===== src/rtl/wb_stage_fwd.sv =====
// Writeback stage with load alignment/extension, committed-write history and
// decode bypass lookup, plus a retired-instruction counter.
//
// Ports:
//   clk, rst           clock (rising edge), synchronous active-low reset
//   MEM_WB_*           MEM/WB pipeline register contents for the instruction in WB
//   q_rs               NRD packed lookup indices, port i at [i*RBITS +: RBITS]
//   WB_data/WB_rd      register-file write data / index (index 0 when not valid)
//   WB_misalign        load offset not aligned to its size (informational)
//   q_hit/q_data       per-port bypass hit and data
//   instret            retired-instruction count

module wb_stage_fwd #(
  parameter int unsigned XLEN       = 32,
  parameter int unsigned RBITS      = 5,
  parameter int unsigned HIST_DEPTH = 2,
  parameter int unsigned NRD        = 2,
  parameter int unsigned CNT_W      = 64
) (
  input  logic                  clk,
  input  logic                  rst,
  input  logic [XLEN-1:0]       MEM_WB_alu_res,
  input  logic [XLEN-1:0]       MEM_WB_mem_dout,
  input  logic [XLEN-1:0]       MEM_WB_pc4,
  input  logic [XLEN-1:0]       MEM_WB_csr,
  input  logic [1:0]            MEM_WB_wb_sel,
  input  logic [1:0]            MEM_WB_size,
  input  logic                  MEM_WB_unsigned,
  input  logic                  MEM_WB_vld,
  input  logic [RBITS-1:0]      MEM_WB_rd,
  input  logic [NRD*RBITS-1:0]  q_rs,
  output logic [XLEN-1:0]       WB_data,
  output logic [RBITS-1:0]      WB_rd,
  output logic                  WB_misalign,
  output logic [NRD-1:0]        q_hit,
  output logic [NRD*XLEN-1:0]   q_data,
  output logic [CNT_W-1:0]      instret
);

  localparam int unsigned OB = $clog2(XLEN / 8);

  // Load path
  logic [OB-1:0]   off;
  logic [OB-1:0]   low_mask;     // offset bits that must be zero for this size
  logic [OB-1:0]   aligned_off;
  logic [XLEN-1:0] shifted;
  logic [XLEN-1:0] keep;         // bits belonging to the loaded value
  logic [XLEN-1:0] ld_data;
  logic            sign_bit;
  logic            ext_bit;

  logic unused_alu_hi;
  assign unused_alu_hi = ^MEM_WB_alu_res[XLEN-1:OB];

  always_comb begin
    off = MEM_WB_alu_res[OB-1:0];
    case (MEM_WB_size)
      2'b00: begin
        low_mask = '0;
        keep     = XLEN'(8'hFF);
      end
      2'b01: begin
        low_mask = OB'(1);
        keep     = XLEN'(16'hFFFF);
      end
      2'b10: begin
        low_mask = OB'(3);
        keep     = XLEN'(32'hFFFF_FFFF);
      end
      default: begin
        // Dword: whole datapath; on XLEN=32 this is identical to a word load.
        low_mask = '1;
        keep     = '1;
      end
    endcase
    aligned_off = off & ~low_mask;
    shifted     = MEM_WB_mem_dout >> {aligned_off, 3'b000};
    case (MEM_WB_size)
      2'b00:   sign_bit = shifted[7];
      2'b01:   sign_bit = shifted[15];
      2'b10:   sign_bit = shifted[31];
      default: sign_bit = shifted[XLEN-1];
    endcase
    ext_bit = sign_bit & ~MEM_WB_unsigned;
    ld_data = (shifted & keep) | ({XLEN{ext_bit}} & ~keep);
  end

  assign WB_misalign = (MEM_WB_wb_sel == 2'b01) & MEM_WB_vld & (|(off & low_mask));

  always_comb begin
    case (MEM_WB_wb_sel)
      2'b00:   WB_data = MEM_WB_alu_res;
      2'b01:   WB_data = ld_data;
      2'b10:   WB_data = MEM_WB_pc4;
      default: WB_data = MEM_WB_csr;
    endcase
  end

  assign WB_rd = MEM_WB_vld ? MEM_WB_rd : '0;

  logic commit;
  assign commit = MEM_WB_vld & (MEM_WB_rd != '0);

  // History, entry 0 newest
  logic             hist_vld_q  [HIST_DEPTH];
  logic             hist_vld_d  [HIST_DEPTH];
  logic [RBITS-1:0] hist_rd_q   [HIST_DEPTH];
  logic [RBITS-1:0] hist_rd_d   [HIST_DEPTH];
  logic [XLEN-1:0]  hist_data_q [HIST_DEPTH];
  logic [XLEN-1:0]  hist_data_d [HIST_DEPTH];

  always_comb begin
    hist_vld_d  = hist_vld_q;
    hist_rd_d   = hist_rd_q;
    hist_data_d = hist_data_q;
    if (commit) begin
      hist_vld_d[0]  = 1'b1;
      hist_rd_d[0]   = WB_rd;
      hist_data_d[0] = WB_data;
      for (int unsigned k = 1; k < HIST_DEPTH; k++) begin
        hist_vld_d[k]  = hist_vld_q[k-1];
        hist_rd_d[k]   = hist_rd_q[k-1];
        hist_data_d[k] = hist_data_q[k-1];
      end
    end
  end

  always_ff @(posedge clk) begin
    if (!rst) begin
      for (int unsigned k = 0; k < HIST_DEPTH; k++) begin
        hist_vld_q[k] <= 1'b0;
      end
    end else begin
      hist_vld_q <= hist_vld_d;
    end
  end

  // Payload is only meaningful under its valid bit, so it needs no reset.
  always_ff @(posedge clk) begin
    hist_rd_q   <= hist_rd_d;
    hist_data_q <= hist_data_d;
  end

  // Retired-instruction counter
  logic [CNT_W-1:0] instret_q;
  logic [CNT_W-1:0] instret_d;

  assign instret_d = instret_q + CNT_W'(MEM_WB_vld);

  always_ff @(posedge clk) begin
    if (!rst) begin
      instret_q <= '0;
    end else begin
      instret_q <= instret_d;
    end
  end

  assign instret = instret_q;

  // Bypass lookup: scan oldest to newest so later (newer) matches override,
  // with the current-cycle commit applied last. History is ignored while in
  // reset since it is being cleared on this edge.
  logic [RBITS-1:0] rs_cur;

  always_comb begin
    q_hit  = '0;
    q_data = '0;
    rs_cur = '0;
    for (int unsigned i = 0; i < NRD; i++) begin
      rs_cur = q_rs[i*RBITS +: RBITS];
      if (rst) begin
        for (int k = HIST_DEPTH - 1; k >= 0; k--) begin
          if (hist_vld_q[k] && (hist_rd_q[k] == rs_cur)) begin
            q_hit[i]              = 1'b1;
            q_data[i*XLEN +: XLEN] = hist_data_q[k];
          end
        end
      end
      if (commit && (WB_rd == rs_cur)) begin
        q_hit[i]              = 1'b1;
        q_data[i*XLEN +: XLEN] = WB_data;
      end
      if (rs_cur == '0) begin
        q_hit[i]              = 1'b0;
        q_data[i*XLEN +: XLEN] = '0;
      end
    end
  end

endmodule


===== config.mk =====
export PLATFORM = sky130hd
export DESIGN_NAME = wb_stage_fwd
export DESIGN_NICKNAME = d
export VERILOG_FILES = /design/src/rtl/wb_stage_fwd.sv
export SDC_FILE = /design/constraint.sdc
export NUM_CORES = 1
export LEC_CHECK = 0
export ABC_AREA = 0
export BUFFER_PORTS_ARGS = -buffer_cell sky130_fd_sc_hd__buf_2
export CELL_PAD_IN_SITES_DETAIL_PLACEMENT = 1
export CELL_PAD_IN_SITES_GLOBAL_PLACEMENT = 1
export CORE_MARGIN = 2
export CORE_UTILIZATION = 40
export CTS_CLUSTER_DIAMETER = 150
export CTS_CLUSTER_SIZE = 10
export DETAILED_ROUTE_END_ITERATION = 12
export PLACE_DENSITY_LB_ADDON = 0.12
export REMOVE_ABC_BUFFERS = 1
export SLEW_MARGIN = 20
export SYNTH_ARGS = -nofsm -noshare
export SYNTH_HDL_FRONTEND = slang
export SYNTH_SLANG_ARGS = --single-unit

===== constraint.sdc =====
create_clock -name clk -period 8.8 [get_ports clk]
set_clock_uncertainty 0.15 [all_clocks]
set_input_delay 1.76 -clock clk [delete_from_list [all_inputs] [get_ports clk]]
set_output_delay 1.76 -clock clk [all_outputs]
set_load 0.01 [all_outputs]

* Word-level counts from Yosys, hierarchy flattened
Cells that the tools add are included.
** Cells by class
- Add/sub/neg operators :: 1
- Equal/unequal tests :: 9
- Shift operators :: 1
- Muxes and demuxes :: 25
- Bitwise logic cells :: 12
- Reductions and logical operators :: 12
** Operator list (count)
- 32-bit two-way mux :: 10
- 32-bit one-hot mux with 3 select lines :: 1
- 64-bit by 1-bit adder with 64-bit output :: 1
- 32-bit bitwise AND :: 2
- 32-bit one-hot mux with 2 select lines :: 1
- 32-bit inverter :: 1
- 32-bit OR :: 1
- 32-bit by 5-bit right shift with 32-bit output :: 1
- 5-bit equality test :: 6
- 5-bit logical NOT :: 2
- 1-bit two-way mux :: 10
- 1-bit logical AND :: 6
- 5-bit two-way mux :: 1
- 5-bit nonzero test :: 1
- 1-bit bitwise AND :: 4
- 2-bit bitwise AND :: 2
- 2-bit by 1-bit equality test with 1-bit output, second input constant :: 2
- 2-bit logical NOT :: 2
- 2-bit one-hot mux with 2 select lines :: 1
- 2-bit equality test, second input constant :: 1
- 2-bit inverter :: 1
- 1-bit one-hot mux with 2 select lines :: 1
- 2-bit OR reduction :: 1
- 1-bit inverter :: 1
** Storage, ports and cells
- Register bits after elaboration :: 140
- Input bits :: 151
- Output and inout bits :: 168
- Word-level logic and storage cells :: 67

* Depth between registers and ports, before layout
Gate-level depths: netlist of run 1.
- Depth in word-level cells :: 12
- Depth in mapped cells :: 9

* Worst setup path before layout of run 1
OpenSTA, ideal clock, no wires.
- Path kind :: input port to output port
- Start point :: in MEM_WB_vld
- End point :: out q_data[0]
- Arrival :: 4.478 ns
- Required time :: 6.890 ns
- Path slack :: 2.412 ns
- Stages :: 6
- Buffers on the path :: 3
- Cell sequence :: buf_2 o41a_1 buf_2 o2111ai_1 buf_4 a2111oi_0
** Between the ends
- Elaborated cells between the ends (all ways) :: 6
- Those cells by class :: eq/ne (1); mux (3); bitwise (1); reduce/logical (1)
** RTL lines
- start: declaration :: RTL line 29 : input logic MEM_WB_vld,
- 1-bit bitwise AND :: RTL line 102 : assign commit = MEM_WB_vld & (MEM_WB_rd != '0);
- net commit :: RTL line 101 : logic commit;
- 1-bit logical AND :: RTL line 179 : if (commit && (WB_rd == rs_cur)) begin
- 32-bit two-way mux :: RTL line 179
- 32-bit two-way mux :: RTL line 183 : if (rs_cur == '0) begin
- end: declaration :: RTL line 36 : output logic [NRD*XLEN-1:0] q_data,
The timed path passes the listed nets, and every way through them passes these cells.

* Worst setup path in the final report of run 1
- Start point :: in MEM_WB_size[1]
- End point :: out q_data[45]
** Between the ends
- Cells in the longest elaborated chain, start to end :: 12
- Elaborated cells between the ends (all ways) :: 16
- Those cells by class :: eq/ne (1); shift (1); mux (6); bitwise (7); reduce/logical (1)
** Ends and longest elaborated chain
- start: declaration :: RTL line 27 : input logic [1:0] MEM_WB_size,
- 2-bit by 1-bit equality test with 1-bit output / 2-bit logical NOT (equally long branches) :: RTL line 57, 78
- 2-bit one-hot mux with 2 select lines :: RTL line 57 : case (MEM_WB_size)
- 2-bit inverter :: RTL line 76 : aligned_off = off & ~low_mask;
- 2-bit bitwise AND :: RTL line 76
- 32-bit by 5-bit right shift with 32-bit output :: RTL line 77 : shifted = MEM_WB_mem_dout >> {aligned_off, 3'b000};
- 1-bit one-hot mux with 2 select lines :: RTL line 78 : case (MEM_WB_size)
- 1-bit bitwise AND :: RTL line 84 : ext_bit = sign_bit & ~MEM_WB_unsigned;
- 32-bit bitwise AND :: RTL line 85 : ld_data = (shifted & keep) | ({XLEN{ext_bit}} & ~keep);
- 32-bit OR * :: RTL line 85
- 32-bit one-hot mux with 3 select lines * :: RTL line 91 : case (MEM_WB_wb_sel)
- 32-bit two-way mux * :: RTL line 179
- 32-bit two-way mux * :: RTL line 183
Every way passes the cells marked *; elsewhere a longest branch is shown, timed or not.

==> impl_metrics.json, run 1 <==
{
  "grt.overflow.total": 0,
  "regArea_um2": 3543,
  "synth_warnings": 0,
  "totalWireLength_um": 35790,
  "worst_ep_required_time_ns": 6.89,
  "routedWlPerCell_um": 22.72,
  "synth_flop_cell": "edfxtp_1",
  "cp-end-kind": "primary output",
  "p_leak_nw": 4.559,
  "syn_area_um2": 9150,
  "async_flop_share": 0,
  "clk_pin_slew_ns": 0.06,
  "postCtsSetupBuffers": 0,
  "hold_viol": 0,
  "firstDrtPassIters": 4,
  "nNetsFinal": 1423,
  "setup-tns-final_ns": 0,
  "die_w_um": 155.2,
  "drt.antenna.violating_nets": 0,
  "finalCritPeriodShare": 0.7566,
  "cts_sinks": 140,
  "netlist.area_leader.share": 0.2429,
  "drive_gt1_frac": 0.3105,
  "initial_utilization": 0.4054,
  "muxShareOfSynthArea": 0.08109,
  "worst-slew-pin-transition_ns": 1.173,
  "dp_hpwl_um": 26120,
  "synth_area_leaders": "edfxtp_1 24%, dfxtp_1 14%, mux2i_1 7.0%, nor2_1 4.9%, a21oi_1 4.6%",
  "synth_compound_area_frac": 0.2166,
  "syn_avg_cell_area_um2": 9.132,
  "reg2reg_from": "instret[0]",
  "antenna_found_initial": 11,
  "n_fill_cell": 2754,
  "coreArea_um2": 22570,
  "hold_path_class": "reg2reg",
  "rows": 55,
  "crit_path_start": "MEM_WB_size[1]",
  "status": "finished clean",
  "ctsHoldBuffers": 0,
  "synth-simple-area-share": 0.2025,
  "maxCapViolCount": 0,
  "synth_fa_ha_area_frac": 0.002735,
  "die_area_um2": 24100,
  "multiInputGateArea_um2": 5172,
  "hold_ws_ns": 0.3355,
  "synth_area_leader_cell": "edfxtp_1",
  "startpoint_type": "primary input",
  "yosys_register_bits": 140,
  "synth_xor_area_frac": 0.05839,
  "io_buffer_count": 318,
  "min_from": "hist_data_q[48]",
  "report.final.slew_viol_count": 0,
  "ir_worst_vdd_mv": 0.1227,
  "io_pins": 319,
  "syn_inst": 1002,
  "max_clock_freq_mhz": 150.2,
  "max-slew-margin-rel": 0.2163,
  "place_congestion": 0.8912,
  "chipHeight_um": 155.2,
  "crit_fanout": 30,
  "rrSetupSlack_ns": 5.87,
  "yosysSeqAreaShare": 0.3873,
  "worstSkewPairLatency_ns": 0.42,
  "cts-root-buf": "clkbuf_16",
  "htreeDepth": 4,
  "synth_cell_types": 67,
  "final_cells": 1575,
  "cts_tree": "built",
  "drc": 0,
  "grt_pass1_wl_um": 54840,
  "synth_edf_count": 74,
  "postCtsResizedCells": 0,
  "cellPowerDensity_nw_per_um2": 152.8,
  "grt_start_max_net_pins": 80,
  "track_usage": 0.2914,
  "cp.arrival_ns": 4.75,
  "numCtsBuffers": 17,
  "placed_cells": 1536,
  "grt_pass1_vias": 9300,
  "path_class": "in2out",
  "cts.path.max_buffers": 2,
  "drtIter0Drc": 582,
  "rsz0062_at_grt": "false",
  "synth_top_family_by_area": "compound AO/OA/AOI/OAI gates",
  "dr_total_vias": 9377,
  "routed_via_density": 5.954,
  "period_needed_ns": 6.658,
  "syn_to_final_growth_pct": 24.98,
  "setup_viol": 0
}
cell families after synthesis:
kind of cell / Yosys count
XOR/XNOR: 61
flip-flops: 140
AND/OR/NAND/NOR: 335
AO/OA/AOI/OAI: 289
adder cells (fa/ha/maj): 2
buffers and inverters: 105
multiplexers: 70
synth_stat cells (all sizes together), types with 23 or more instances:
library cell    n
or3            25
clkbuf         40
nor2          121
dfxtp          66
a21oi          84
a2111oi        39
mux2i          64
nand2          42
nand3          23
o32ai          29
a211oi         40
inv            24
buf            39
o21ai          54
edfxtp         74
xor2           41
nand4          33
report_power, final:
group	internal (W)	switching, W
sequential	0.000733	0.0000254
combinational	0.000103	0.000176
clock	0.000415	0.000295
area by class of cell:
| cell class | instances | share of cell area |
|---|---|---|
| antenna | 8 | 0.001751 |
| clock buffer | 20 | 0.04092 |
| clock inverter | 11 | 0.008971 |
| inverter | 24 | 0.007987 |
| multi-input combinational | 757 | 0.4523 |
| sequential | 140 | 0.3098 |
| tap | 285 | 0.03118 |
| timing repair buffer | 330 | 0.1470 |
path summary, 6_finish.rpt:
path	to	cells past startpoint
max reg2reg	instret[48]	8
min reg2reg	hist_data_q[16]	0
max	q_data[45]	8
min	hist_data_q[16]	0
critical path, stage by stage:
cell and delay, ns:
buf_2 0.31, nor2b_1 0.33, buf_4 0.27, mux2i_1 0.35
nor4b_4 0.13, a2111oi_1 1.05, a2111oi_0 0.28, buf_2 0.23
sequential cells by signal, summed over array words and instances, names as in the netlist:
| signal | flops |
|---|---|
| hist_rd_q | 10 |
| hist_vld_q | 2 |
| hist_data_q | 64 |
| instret | 64 |
routing by layer:
| layer | wire length, um | share of wire | global-route usage |
|---|---|---|---|
| met1 | 14560 | 0.41 | 0.3575 |
| met2 | 17670 | 0.49 | 0.5029 |
| met3 | 2262 | 0.063 | 0.05627 |
| met4 | 1247 | 0.035 | 0.1206 |
| met5 | 47 | 0.0013 | 0 |
through the flow:
step	setup slack [ns]	power (W)	instance area (um^2)	utilization
6_report	2.142	0.001748	11440	0.5067
2_1_floorplan	0.8988	0.0009029	8770	-
3_5_place_dp	2.229	0.001048	10830	0.4799
4_1_cts	2.151	0.001758	11400	0.5052
3_3_place_gp	2.218	0.001041	10830	0.4797
5_1_grt	1.923	0.001823	11430	0.5065
layout by cell type (no fill, tap or decap), types with 12 or more instances in the layout:
cell type  count
buf_2        318
nor2_1       118
a21oi_1       84
edfxtp_1      74
dfxtp_1       66
mux2i_1       64
o21ai_0       54
nand2_1       42
xor2_1        41
a211oi_1      40
nand4_1       31
o32ai_1       29
or3_1         25
inv_1         23
nand3_1       21
xnor2_1       20
a2111oi_0     20
nor2b_1       18
and2_1        18
a2111oi_1     18
clkbuf_16     18
o31ai_1       14
buf_4         12
(Power assumes the default switching activity.)
==> run 2: changes to the inputs <==
--- a/config.mk
+++ b/config.mk
@@ -10,7 +10,7 @@
 export CELL_PAD_IN_SITES_DETAIL_PLACEMENT = 1
 export CELL_PAD_IN_SITES_GLOBAL_PLACEMENT = 1
 export CORE_MARGIN = 2
-export CORE_UTILIZATION = 40
+export CORE_UTILIZATION = 38
 export CTS_CLUSTER_DIAMETER = 150
 export CTS_CLUSTER_SIZE = 10
 export DETAILED_ROUTE_END_ITERATION = 12
==> constraint.sdc (replaced) <==
create_clock -name clk -period 6.8 [get_ports clk]
set_clock_uncertainty 0.15 [all_clocks]
set_input_delay 1.36 -clock clk [delete_from_list [all_inputs] [get_ports clk]]
set_output_delay 1.36 -clock clk [all_outputs]
set_load 0.01 [all_outputs]
==> impl_metrics.json, run 2 (synthesis results as in run 1) <==
{
  "track_usage": 0.2795,
  "p_leak_nw": 4.589,
  "die_area_um2": 25340,
  "numCtsBuffers": 17,
  "max_clock_freq_mhz": 176.5,
  "dp_hpwl_um": 27280,
  "worst_ep_required_time_ns": 5.29,
  "io_buffer_count": 318,
  "syn_to_final_growth_pct": 25.88,
  "ff2ff_path_depth": 8,
  "hold_path_depth": 0,
  "clk_pin_slew_ns": 0.07,
  "drc": 0,
  "nNetsFinal": 1430,
  "p_int_w": 0.001582,
  "antenna_found_initial": 10,
  "final_cell_mix": "318 x buf_2, 120 x nor2_1, 84 x a21oi_1",
  "totalWireLength_um": 36350,
  "finalCritPeriodShare": 0.8331,
  "p_sw_frac": 0.3059,
  "cts_tree": "built",
  "power_switching_w": 0.0006970,
  "hold_end": "hist_data_q[28]",
  "hold_path_class": "reg2reg",
  "cp.arrival_ns": 4.16,
  "chipHeight_um": 159.2,
  "final_cells": 1615,
  "dr_total_vias": 9355,
  "rsz0062_at_grt": "false",
  "reg2reg_from": "instret[0]",
  "grt_pass1_wl_um": 55800,
  "fin_area_um2": 11520,
  "cellPowerDensity_nw_per_um2": 197.8,
  "grt_pass1_vias": 9548,
  "maxCapViolCount": 0,
  "ir_worst_vdd_mv": 0.1468,
  "postCtsSetupBuffers": 0,
  "final_common_cell": "buf_2",
  "min_from": "hist_data_q[60]",
  "share_comb_of_total_power": 0.158,
  "hold_viol": 0,
  "rrSetupSlack_ns": 3.76,
  "cp-end-kind": "primary output",
  "worstSkewPairLatency_ns": 0.43,
  "reg2reg_to": "instret[48]",
  "coreArea_um2": 23540,
  "report.final.slew_viol_count": 0,
  "placed_cells": 1577,
  "initial_utilization": 0.3887,
  "drt.antenna.violating_nets": 0,
  "place_congestion": 0.8453,
  "p_seq_frac": 0.431,
  "clkPwrFrac": 0.411,
  "crit_fanout": 30,
  "drive_gt1_frac": 0.3147,
  "setup_slack_ns": 1.135,
  "grt.overflow.total": 0,
  "grt_start_max_net_pins": 64,
  "worst-slew-pin-transition_ns": 1.173,
  "cts_sinks": 140,
  "status": "finished clean",
  "routedWlPerCell_um": 22.51,
  "io_pins": 319,
  "routed_via_density": 5.793,
  "cts.path.max_buffers": 2,
  "firstDrtPassIters": 5,
  "max-slew-margin-rel": 0.2182,
  "die_w_um": 159.2,
  "rows": 56,
  "cts-root-buf": "clkbuf_16",
  "drtIter0Drc": 684,
  "path_class": "in2out",
  "setup_viol": 0,
  "period_needed_ns": 5.665,
  "setup-tns-final_ns": 0,
  "place_area_um2": 10920,
  "p_total_w": 0.002279,
  "pre_cts_slack_ns": 1.196,
  "postCtsResizedCells": 0,
  "htreeDepth": 4,
  "ctsHoldBuffers": 0,
  "startpoint_type": "primary input"
}
## run 2: cell count changes in the layout (fill, tap and decap cells not counted), sizes merged
cell	previous run	this run
clkinv	4	3
inv	30	35
clkbuf	20	18
diode	8	6
bufinv	1	0
buf	330	337
## run 2: power groups by stage
stage	Sequential [W]	Clock (W)	Combinational (W)
2_1_floorplan	0.000989	0	0.000179
6_report	0.000982	0.000937	0.000360
3_5_place_dp	0.00100	0	0.000355
5_1_grt	0.000987	0.000986	0.000389
3_3_place_gp	0.000997	0	0.000351
4_1_cts	0.000981	0.000954	0.000357
## run 2: worst max-delay path by stage
stage                startpoint         end  slack, ns  cells past startpoint
5_1_grt          MEM_WB_size[1]  q_data[35]       0.92                      7
2_1_floorplan      MEM_WB_rd[0]  q_data[10]      -0.30                      5
4_1_cts          MEM_WB_size[1]  q_data[35]       1.19                      7
6_report         MEM_WB_size[1]  q_data[35]       1.14                      7
3_3_place_gp   MEM_WB_wb_sel[1]  q_data[42]       1.26                      7
3_5_place_dp     MEM_WB_size[1]  q_data[35]       1.20                      7
## run 2: layer usage
metal | GRT usage | up-vias | wire (um)
li1 | - | 4376 | -
met1 | 0.3559 | 4591 | 15410
met2 | 0.4589 | 324 | 17380
met3 | 0.07424 | 56 | 2585
met4 | 0.09793 | 8 | 921
met5 | 0 | - | 55
## run 2: stage by stage
stage | utilization | hold slack [ns]
floorplan | - | 0.2994
global placement | 0.4640 | 0.3099
detailed placement | 0.4640 | 0.3214
CTS | 0.4886 | 0.3322
global route | 0.4893 | 0.3431
finish | 0.4893 | 0.3298
## run 2: critical path: stages
cell and delay (ns):
buf_2 0.48, nand2b_1 0.61, a221oi_1 0.14, o31ai_1 0.78, nor2_1 0.13, a2111oi_1 0.43, buf_2 0.21
## run 2: layout make-up
cell class              count  area [um^2]
inverters                  24        90.09
multi-input cells         757         5157
flip-flops and latches    140         3543
repair buffers            337         1734
clock buffers              18        439.2
clock inverters            14        140.1
fillers                  2844        12020
diodes                      6        15.01
well taps                 319        399.1
